File: src/rtl/alu_exec_unit.sv
// Handshaked ALU execution unit: single-cycle ADD/SUB/AND/ORR/PASS_B and an
// optional iterative shift-add MUL, with a registered result held until consumed.
module alu_exec_unit #(
    parameter int unsigned WIDTH  = 64,
    parameter bit          MUL_EN = 1'b1
) (
    input  logic             clk,
    input  logic             rst_n,
    input  logic             in_valid,
    output logic             in_ready,
    input  logic [1:0]       ALUOp,
    input  logic [10:0]      Opcode,
    input  logic [WIDTH-1:0] A,
    input  logic [WIDTH-1:0] B,
    output logic             out_valid,
    input  logic             out_ready,
    output logic [WIDTH-1:0] ALU_Result,
    output logic             Zero,
    output logic             Negative,
    output logic             Carry,
    output logic             Overflow,
    output logic             Illegal
);

    typedef enum logic [1:0] {ST_IDLE, ST_MUL_BUSY, ST_HOLD} state_e;
    typedef enum logic [2:0] {OP_ADD, OP_SUB, OP_AND, OP_ORR, OP_PASSB, OP_MUL, OP_ILL} op_e;

    localparam logic [10:0] OPC_ADD = 11'b10001011000;
    localparam logic [10:0] OPC_SUB = 11'b11001011000;
    localparam logic [10:0] OPC_AND = 11'b10001010000;
    localparam logic [10:0] OPC_ORR = 11'b10101010000;
    localparam logic [10:0] OPC_MUL = 11'b10011011000;

    state_e             state_q, state_d;
    logic               valid_q, valid_d;
    logic [WIDTH-1:0]   res_q, res_d;
    logic               zero_q, zero_d;
    logic               neg_q, neg_d;
    logic               carry_q, carry_d;
    logic               ovf_q, ovf_d;
    logic               ill_q, ill_d;

    op_e                op_dec;
    logic               accept;
    logic [WIDTH-1:0]   b_opnd;
    logic [WIDTH:0]     sum_ext;
    logic [WIDTH-1:0]   alu_res;
    logic               alu_carry, alu_ovf, alu_ill;
    logic               mul_done;
    logic [WIDTH-1:0]   mul_prod;

    always_comb begin
        op_dec = OP_ILL;
        case (ALUOp)
            2'b00: op_dec = OP_ADD;
            2'b01: op_dec = OP_PASSB;
            2'b10: begin
                case (Opcode)
                    OPC_ADD: op_dec = OP_ADD;
                    OPC_SUB: op_dec = OP_SUB;
                    OPC_AND: op_dec = OP_AND;
                    OPC_ORR: op_dec = OP_ORR;
                    OPC_MUL: op_dec = MUL_EN ? OP_MUL : OP_ILL;
                    default: op_dec = OP_ILL;
                endcase
            end
            default: op_dec = OP_ILL;
        endcase
    end

    // SUB reuses the adder as A + ~B + 1, so carry means "no borrow".
    always_comb begin
        b_opnd    = (op_dec == OP_SUB) ? ~B : B;
        sum_ext   = {1'b0, A} + {1'b0, b_opnd} + {{WIDTH{1'b0}}, (op_dec == OP_SUB)};
        alu_res   = '0;
        alu_carry = 1'b0;
        alu_ovf   = 1'b0;
        alu_ill   = 1'b0;
        case (op_dec)
            OP_ADD, OP_SUB: begin
                alu_res   = sum_ext[WIDTH-1:0];
                alu_carry = sum_ext[WIDTH];
                alu_ovf   = (A[WIDTH-1] == b_opnd[WIDTH-1]) && (alu_res[WIDTH-1] != A[WIDTH-1]);
            end
            OP_AND:   alu_res = A & B;
            OP_ORR:   alu_res = A | B;
            OP_PASSB: alu_res = B;
            OP_ILL:   alu_ill = 1'b1;
            default:  alu_res = '0;
        endcase
    end

    assign in_ready = (state_q == ST_IDLE) || ((state_q == ST_HOLD) && out_ready);
    assign accept   = in_valid && in_ready;

    always_comb begin
        state_d = state_q;
        valid_d = valid_q;
        res_d   = res_q;
        zero_d  = zero_q;
        neg_d   = neg_q;
        carry_d = carry_q;
        ovf_d   = ovf_q;
        ill_d   = ill_q;

        if ((state_q == ST_HOLD) && out_ready) begin
            valid_d = 1'b0;
            state_d = ST_IDLE;
        end

        if ((state_q == ST_MUL_BUSY) && mul_done) begin
            res_d   = mul_prod;
            zero_d  = (mul_prod == '0);
            neg_d   = mul_prod[WIDTH-1];
            carry_d = 1'b0;
            ovf_d   = 1'b0;
            ill_d   = 1'b0;
            valid_d = 1'b1;
            state_d = ST_HOLD;
        end

        // Acceptance may coincide with consumption in HOLD; the new op wins.
        if (accept) begin
            if (op_dec == OP_MUL) begin
                valid_d = 1'b0;
                state_d = ST_MUL_BUSY;
            end else begin
                res_d   = alu_res;
                zero_d  = (alu_res == '0);
                neg_d   = alu_res[WIDTH-1];
                carry_d = alu_carry;
                ovf_d   = alu_ovf;
                ill_d   = alu_ill;
                valid_d = 1'b1;
                state_d = ST_HOLD;
            end
        end
    end

    always_ff @(posedge clk or negedge rst_n) begin
        if (!rst_n) begin
            state_q <= ST_IDLE;
            valid_q <= 1'b0;
            res_q   <= '0;
            zero_q  <= 1'b0;
            neg_q   <= 1'b0;
            carry_q <= 1'b0;
            ovf_q   <= 1'b0;
            ill_q   <= 1'b0;
        end else begin
            state_q <= state_d;
            valid_q <= valid_d;
            res_q   <= res_d;
            zero_q  <= zero_d;
            neg_q   <= neg_d;
            carry_q <= carry_d;
            ovf_q   <= ovf_d;
            ill_q   <= ill_d;
        end
    end

    if (MUL_EN) begin : g_mul
        localparam int unsigned CW = $clog2(WIDTH);
        logic [CW-1:0]    cnt_q;
        logic [WIDTH-1:0] acc_q, mcand_q, mplier_q;
        logic [WIDTH-1:0] partial;
        logic             mul_start;

        assign mul_start = accept && (op_dec == OP_MUL);
        assign partial   = acc_q + (mplier_q[0] ? mcand_q : '0);
        assign mul_prod  = partial;
        // Bit 0 is folded in on the accept edge, so the counter hits WIDTH-1
        // on the edge that adds the last partial product.
        assign mul_done  = (state_q == ST_MUL_BUSY) && (cnt_q == CW'(WIDTH - 2));

        always_ff @(posedge clk or negedge rst_n) begin
            if (!rst_n) begin
                cnt_q    <= '0;
                acc_q    <= '0;
                mcand_q  <= '0;
                mplier_q <= '0;
            end else if (mul_start) begin
                cnt_q    <= '0;
                acc_q    <= B[0] ? A : '0;
                mcand_q  <= A << 1;
                mplier_q <= B >> 1;
            end else if (state_q == ST_MUL_BUSY) begin
                cnt_q    <= cnt_q + CW'(1);
                acc_q    <= partial;
                mcand_q  <= mcand_q << 1;
                mplier_q <= mplier_q >> 1;
            end
        end
    end else begin : g_no_mul
        assign mul_done = 1'b0;
        assign mul_prod = '0;
    end

    assign out_valid  = valid_q;
    assign ALU_Result = res_q;
    assign Zero       = zero_q;
    assign Negative   = neg_q;
    assign Carry      = carry_q;
    assign Overflow   = ovf_q;
    assign Illegal    = ill_q;

endmodule

File: config.mk
export PLATFORM = sky130hd
export DESIGN_NAME = alu_exec_unit
export DESIGN_NICKNAME = d
export VERILOG_FILES = /design/src/rtl/alu_exec_unit.sv
export SDC_FILE = /design/constraint.sdc
export NUM_CORES = 1
export LEC_CHECK = 0
export ABC_AREA = 1
export CAP_MARGIN = 20
export CORE_AREA = 2 2 251 253
export DETAILED_ROUTE_END_ITERATION = 10
export DIE_AREA = 0 0 253 255
export GPL_ROUTABILITY_DRIVEN = 0
export GPL_TIMING_DRIVEN = 0
export MAX_ROUTING_LAYER = met4
export PLACE_DENSITY = 0.56
export SLEW_MARGIN = 10
export SYNTH_ARGS = -nofsm -noshare
export SYNTH_HDL_FRONTEND = slang
export SYNTH_SLANG_ARGS = --single-unit
File: constraint.sdc
create_clock -name clk -period 9.43 [get_ports clk]
set_input_delay 0.943 -clock clk [delete_from_list [all_inputs] [get_ports clk]]
set_output_delay 0.943 -clock clk [all_outputs]
set_load 0.01 [all_outputs]
# Word level (Yosys, flattened, before mapping)

Index checks and enable logic that the tools add are counted.

Bits in registers: 270
Bits in latches: 0
Bits in writable memories: 0
ROM bits: 0
Output and inout bits: 71
Word-level logic and storage cells: 95
Memories kept: 0

Add/sub/neg operators: 4
Multipliers: 0
Div/mod/pow operators: 0
Magnitude comparators: 0
Eq/ne operators: 18
Shift-type cells: 0
Muxes and demuxes: 43
Bitwise gates (word level): 3
Reduce and logical (&&, ||, !) cells: 15

Operator list:

| operator                                       | number |
|---|---|
| two-way mux 64 bit                             | 12 |
| case mux 64 bit (4 select lines)               | 1 |
| zero test 64 bit                               | 2 |
| adder 64 x 64 -> 65 bit                        | 1 |
| adder 65 x 1 -> 65 bit                         | 1 |
| adder 64 bit                                   | 1 |
| bitwise AND 64 bit                             | 1 |
| NOT 64 bit                                     | 1 |
| OR 64 bit                                      | 1 |
| == test 11 bit (second input constant)         | 5 |
| two-way mux 1 bit                              | 22 |
| case mux 3 bit (5 select lines)                | 1 |
| two-way mux 6 bit                              | 2 |
| == test 3 bit (second input constant)          | 3 |
| case mux 3 bit (3 select lines)                | 1 |
| two-way mux 2 bit                              | 4 |
| adder 6 x 1 -> 6 bit (second input constant)   | 1 |
| == test 3 x 2 -> 1 bit (second input constant) | 2 |
| == test 6 bit (second input constant)          | 1 |
| logical AND 1 bit                              | 6 |
| == test 2 x 1 -> 1 bit (second input constant) | 2 |
| == test 2 bit (second input constant)          | 2 |
| zero test 2 bit                                | 2 |
| == test 3 x 1 -> 1 bit (second input constant) | 1 |
| 7 further kinds                                | 7 |

# Depth between registers and ports, before layout

Gate-level depths: netlist of the first run.

Depth after elaboration: 12
Mapped depth: 37

# Least setup slack after synthesis of the first run

Ideal clock, no wire load.

Path kind: input-to-reg
Start: input Opcode[0]
End: register zero_q (netlist: Zero)
Data arrival time: 4.642 ns
Data required time: 9.365 ns
Setup slack: 4.723 ns
Stages: 34
Buffers on the path: 2
Cells stage by stage: inv_1 -> nand2_1 -> nor2_1 -> nand3_1 -> nand3_2 -> nor2_4 -> nor2_8 -> nand2_1 -> clkbuf_1 -> buf_1 -> xor2_1 -> ha_1 -> nand2_1 -> o21ai_2 -> nand2_1 -> nand2_1 -> nand2_1 -> nand2_1 -> nand3_1 -> nand3_1 -> inv_1 -> o21ai_0 -> nand2_1 -> nand3_1 -> nand2_1 -> nor2_1 -> nand2_1 -> nor2_1 -> nand3_1 -> nor2_1 -> nand2_1 -> nor2_1 -> nand3_1 -> nand2_1

Cells in the longest elaborated chain, start to end: 11
Elaborated cells between the ends (all ways): 21
Classes of those cells: 2 x add/sub; 10 x eq/ne; 6 x mux; 3 x reduce/logical

Ends and longest elaborated chain:

| what                                | RTL line   | RTL |
|---|---|---|
| from (decl)                         | 12         | `input logic [10:0] Opcode,` |
| == test 11 bit                      | 58         | `case (Opcode)` |
| case mux 3 bit (5 select lines) (*) | 58         |  |
| case mux 3 bit (3 select lines) (*) | 54         | `case (ALUOp)` |
| == test 3 x 1 -> 1 bit              | 73, 74, 79 |  |
| two-way mux 64 bit                  | 73         | `b_opnd = (op_dec == OP_SUB) ? ~B : B;` |
| adder 64 x 64 -> 65 bit             | 74         | `sum_ext = {1'b0, A} + {1'b0, b_opnd} + {{WIDTH{1'b0}}, (op_dec == OP_SUB)};` |
| adder 65 x 1 -> 65 bit              | 74         |  |
| case mux 64 bit (4 select lines)    | 79         | `case (op_dec)` |
| zero test 64 bit                    | 129        | `zero_d = (alu_res == '0);` |
| two-way mux 1 bit (*)               | 124        | `if (op_dec == OP_MUL) begin` |
| two-way mux 1 bit (*)               | 123        | `if (accept) begin` |
| named net zero_d                    | 37         | `logic zero_q, zero_d;` |
| to (signal assigned)                | 154        | `zero_q <= zero_d;` |
| to (decl)                           | 37         |  |

Mark *: on every way through the listed nets, which the timed path passes. The rest lies on a longest branch.
A chain may end at the register's enable or synchronous reset.

# Worst setup path after layout of the first run

Start: input Opcode[7]
End: register zero_q (netlist: Zero)

Same word-level chain as after synthesis.

==> results of run 1 <==
## layer usage
metal / part of all wire / global-route usage
met2: 0.43 / 0.5728
met5: 0 / -
met4: 0.068 / 0.2196
met3: 0.11 / 0.05471
met1: 0.40 / 0.4925
## cells by family (layout without fill, tap and decap cells)
group | count (synthesis) | count (layout) | synth area share
adders and majority gates | 146 | 146 | 0.07493
buffers and inverters | 725 | 1003 | 0.1137
DFF | 267 | 267 | 0.2718
AOI/OAI and AO/OA | 901 | 901 | 0.2194
and+or+nand+nor | 1637 | 1637 | 0.2735
xor gates and xnor gates | 131 | 131 | 0.04668
other | 0 | 1 | 0
## stage by stage
stage	instance area (um^2)	power, mW	util	TNS, ns	worst slack, ns
2_1_floorplan	24580	1.700	-	0	4.723
3_3_place_gp	27730	2.138	0.4461	-1269.68	-4.787
3_5_place_dp	27830	2.141	0.4477	0	2.446
4_1_cts	28850	3.378	0.4642	0	3.063
5_1_grt	28870	3.518	0.4644	0	2.507
6_report	28870	3.407	0.4644	0	2.725
## power by group
part	total [mW]	switching (mW)	internal, mW
Combinational	0.891	0.567	0.323
Clock	1.25	0.546	0.703
Sequential	1.27	0.0655	1.20
Total	3.41	1.18	2.23
## how the worst max path moves through the flow
stage | end | slack (ns) | depth (start not counted)
3_3_place_gp | g_mul.mplier_q[11] | -4.79 | 1
5_1_grt | Zero | 2.51 | 33
2_1_floorplan | Zero | 4.72 | 34
3_5_place_dp | Zero | 2.45 | 33
6_report | Zero | 2.72 | 33
4_1_cts | Zero | 3.06 | 33
## critical path: cells and delay by family
kind | cells | cell delay, ns
buf+inv | 6 | 2.03
xor+xnor | 1 | 0.21
fa+ha+maj | 1 | 0.43
simple gates | 25 | 3.63
## registers in the layout, indices dropped and copies added, names as in the netlist, 2 cells and up
register        flops
ALU_Result         64
g_mul.acc_q        64
g_mul.cnt_q         6
g_mul.mcand_q      63
g_mul.mplier_q     63
state_q             2
## Yosys cell counts, types with 3 or more instances
library cell / count / share of area
o21ai_1: 9 / 0.0018
a21boi_0: 11 / 0.0034
buf_1: 9 / 0.0014
buf_4: 3 / 0.00092
a22oi_1: 12 / 0.0037
a31oi_1: 48 / 0.012
nand3b_1: 13 / 0.0040
o21bai_1: 15 / 0.0046
buf_2: 31 / 0.0063
nand2_1: 886 / 0.14
a21oi_1: 276 / 0.056
o21ai_0: 277 / 0.056
nor2_4: 5 / 0.0023
and2_1: 4 / 0.0010
clkbuf_1: 85 / 0.013
ha_1: 144 / 0.073
inv_2: 8 / 0.0012
a21o_1: 25 / 0.0076
o21ai_2: 3 / 0.0011
nand4_1: 26 / 0.0066
nand3_1: 168 / 0.034
o211ai_1: 40 / 0.012
o22ai_1: 46 / 0.012
dfrtp_1: 267 / 0.27
a211oi_1: 5 / 0.0015
nor2_2: 6 / 0.0015
a221oi_1: 5 / 0.0018
buf_6: 3 / 0.0014
nor3_1: 36 / 0.0073
xnor2_1: 25 / 0.0089
inv_1: 586 / 0.089
o221ai_1: 94 / 0.033
nor2_1: 449 / 0.069
o22a_1: 4 / 0.0014
nand2_2: 9 / 0.0023
xor2_1: 106 / 0.038
or2_2: 15 / 0.0038
nor4_1: 13 / 0.0033
o21a_1: 17 / 0.0052
## layout make-up
cell class | count | share of cell area
multi-input combinational | 2815 | 0.5232
tap | 799 | 0.03463
clock inverter | 10 | 0.003337
buffer | 131 | 0.01955
clock buffer | 47 | 0.03207
antenna | 1 | 0.00008668
inverter | 594 | 0.07723
sequential | 267 | 0.2314
timing repair buffer | 221 | 0.07845
==> impl_results.md, run 1 <==
- Die Y: 255 um
- Synth warn: 0
- Setup slack, reg-to-reg: 4.08 ns
- Die width: 253 um
- CTS Root Cell: clkbuf_16
- Cells after DPL: 4826
- Crit start category: primary input
- Finished Layout Cells: 4885
- Fin. max-slew vios: 0
- Post-route DRC: 0
- Top FF cell, synth: dfrtp_1
- Final period util: 0.7111
- Largest net degree at the start of global routing: 102
- CTS max path bufs: 3
- Final setup vio count: 0
- Clock slew at reported path FFs: 0.06 ns
- Worst Skew: 0.01765 ns
- Crit path from: Opcode[7]
- Initial antenna violation count: 3
- Final Critical Period: 6.705 ns
- DR pass1 iterations: 6
- CP arrival: 7.26 ns
- Pwr Density: 118.0 mW/mm^2
- TritonCTS clock tree: yes
- Reg-to-Reg End: Zero
- ANT nets after route: 0
- CP max FO: 10
- Post-synthesis net count: 4098
- Critical path's most frequent cell: nor2_1
- Total gr overflow: 0
- Syn Inst Count: 3807
- Vias per cell: 5.739
- HPWL Detailed: 101.3 mm
- Status: complete, no violations
- # nets final: 4352
- Most common cell after layout, fill and taps aside: nand2_1
- Worst R2R Start: g_mul.mplier_q[0]
- Reg2reg path depth: 21
- Clock sink total: 267
- Post-CTS resize count: 0
- Ports: 216
- Clk Latency, worst-skew pair: 0.63 ns
- Layout cells sized above 1: 0.03574
- Critical path class: primary input to flip-flop
- Number of global-route vias before repair: 26710
- Ys async rst share: 1.000
- Worst VDD drop: 0.1346 mV
- DRT iter0 DRCs: 3181
- Hold_buf cts: 0
- Vias: 28040
- Core area: 0.06216 mm^2
- CTS buffer count: 31
- Pleak: 14.26 nW
- Layout area overhead: 17.45%
- Fin. Hold Viols: 0
- Worst slew pin tran: 1.280 ns
- Area occupied by multi-input gates: 0.01510 mm^2
- Fill count: 6752
- Crit-path slowest cell: buf_1
- Initial Util: 0.3954
- Data required, critical path: 9.99 ns
- Total Wirelength: 121.9 mm
- Avg Cell Area, Syn: 6.456 um^2
- Synth unique cells: 54
- RSZ-0062 raised after global routing: false
- Seq/Total Area, Yosys: 0.2718
- Worst Setup End Kind: flip-flop
- Slew HR: 0.1466
- Die area: 0.06452 mm^2
- Overall routing resource usage: 0.3817
- Setup bufs post-CTS: 0
- Fmax: 149.1 MHz
- EDFF count, synth: 0
- Mapped Area: 0.02458 mm^2
- Post-synthesis register bit count: 267
- Sequential cell area: 0.006681 mm^2
- First-pass GRT wire length: 174.3 mm
- Std-Cell Rows: 92
- Most frequent cells in the layout: nand2_1, inv_1, nor2_1
- Number of H-tree levels: 1
- PortBufs: 215
- Drt wl/cell: 24.96 um
- Max-cap viol count: 0
- CP max stage delay: 0.85 ns
- Hold crit path type: primary input to async pin
- WHS: 0.2943 ns
Note: power is estimated with default switching activity, not from simulation.
==> inputs of run 2 (changes only) <==
- clock period: 9.43 -> 6.22 ns (I/O delays scaled with it)
==> run 2 against run 1 <==
Against the previous run: the flow now finishes with violations (negative hold slack); sequential share of layout area about the same; critical path depth unchanged; hold slack got worse by 0.32 ns; sequential cell count unchanged; count of clock-buffer cells in the layout unchanged.
==> impl_results.md, run 2 (synthesis results as in run 1) <==
- Initial Util: 0.3954
- Initial antenna violation count: 4
- Clk Latency, worst-skew pair: 0.62 ns
- Crit-path slowest cell: clkdlybuf4s50_1
- Pleak: 14.28 nW
- Pwr Density: 178.9 mW/mm^2
- Reg2reg path depth: 21
- Most common cell after layout, fill and taps aside: nand2_1
- Worst Skew: 0.01975 ns
- Worst VDD drop: 0.2054 mV
- Crit start category: primary input
- Number of global-route vias before repair: 26710
- Hold_buf cts: 0
- Drt wl/cell: 24.86 um
- Clock sink total: 267
- TNS Setup: 0 ns
- Slew HR: 0.1611
- Worst Setup End Kind: flip-flop
- Failing checks: negative hold slack
- RSZ-0062 raised after global routing: false
- Post-route DRC: 0
- Overall routing resource usage: 0.3817
- Die width: 253 um
- Fin worst setup slack: 0.4483 ns
- Die area: 0.06452 mm^2
- Clock slew at reported path FFs: 0.06 ns
- CP max FO: 10
- Core area: 0.06216 mm^2
- DRT iter0 DRCs: 3048
- Total gr overflow: 0
- CP max stage delay: 0.49 ns
- Fmax: 173.3 MHz
- Final period util: 0.9279
- WP buf/inv: 6
- CP arrival: 6.33 ns
- Hold crit path type: primary input to async pin
- CP Depth: 33
- CTS buffer count: 31
- TritonCTS clock tree: yes
- Layout area overhead: 17.51%
- Std-Cell Rows: 92
- First-pass GRT wire length: 174.3 mm
- Final setup vio count: 0
- CP top delay family: simple AND/OR/NAND/NOR gates
- Pre-CTS setup slack: -0.4428 ns
- Vias: 27940
- # nets final: 4352
- Layout cells sized above 1: 0.03770
- CTS max path bufs: 3
- WHS: -0.02433 ns
- CTS Root Cell: clkbuf_16
- Die Y: 255 um
- Fin. Hold Viols: 9
- ANT nets after route: 0
- Final Critical Period: 5.772 ns
- Total Power: 5.169 mW
- Status: finished, violations left
- Worst slew pin tran: 1.258 ns
- Max-cap viol count: 0
- Total Wirelength: 121.5 mm
- HPWL Detailed: 101.3 mm
- Critical path class: primary input to flip-flop
- DR pass1 iterations: 6
- Most frequent cells in the layout: nand2_1, inv_1, nor2_1
- Fill count: 6749
- Area occupied by multi-input gates: 0.01511 mm^2
- Largest net degree at the start of global routing: 102
- PortBufs: 215
- Fin. max-slew vios: 0
- Number of H-tree levels: 1
- Ports: 216
- Vias per cell: 5.718
- Sequential cell area: 0.006681 mm^2
- Data required, critical path: 6.78 ns
## run 2: changes by cell type in the layout (fill, tap and decap cells not counted)
cell      delta
buf_1        -5
clkbuf_1     -1
clkbuf_2     +6
diode_2      +1
nor2_1       -2
nor2_2       +2
## run 2: layout make-up
cell class	instances	area share
multi-input combinational	2815	0.5231
sequential	267	0.2313
timing repair buffer	221	0.07841
tap	799	0.03461
buffer	131	0.01980
inverter	594	0.07719
clock inverter	10	0.003335
clock buffer	47	0.03206
antenna	2	0.0001733
## run 2: power by group
| part | switching (mW) | total, mW | internal, mW |
|---|---|---|---|
| clock | 0.830 | 1.90 | 1.07 |
| sequential | 0.100 | 1.92 | 1.82 |
| combinational | 0.859 | 1.35 | 0.491 |
## run 2: stage by stage
step | instance area (um^2) | cells | hold WS [ns] | utilization
2_1_floorplan | 24580 | 3807 | 0.3264 | -
3_3_place_gp | 27730 | 4821 | 0.4505 | 0.4461
3_5_place_dp | 27830 | 4826 | 0.4685 | 0.4477
4_1_cts | 28850 | 4883 | 0.02427 | 0.4642
5_1_grt | 28880 | 4886 | 0.05261 | 0.4647
6_report | 28880 | 4886 | -0.02433 | 0.4647
## run 2: worst paths after layout
check | slack [ns] | start | to
max | 0.45 | Opcode[6] | Zero
min | -0.02 | rst_n | g_mul.mcand_q[55]
max reg2reg | 0.90 | g_mul.mplier_q[0] | Zero
min reg2reg | 0.48 | g_mul.mplier_q[45] | g_mul.mplier_q[44]
max in group asynchronous | 5.19 | rst_n | g_mul.mplier_q[9]
min in group clk | 0.48 | g_mul.mplier_q[45] | g_mul.mplier_q[44]
## run 2: metal layers
metal	track usage	routed length, um
met2	0.5728	51620
met4	0.2196	8434
met5	-	0
met3	0.05471	12200
met1	0.4925	49200
## run 2: what timing repair did
item                                    4_1_cts  5_1_grt
resized for setup                             0       14
endpoints found under the setup margin        0        1
setup buffers                                 0        0
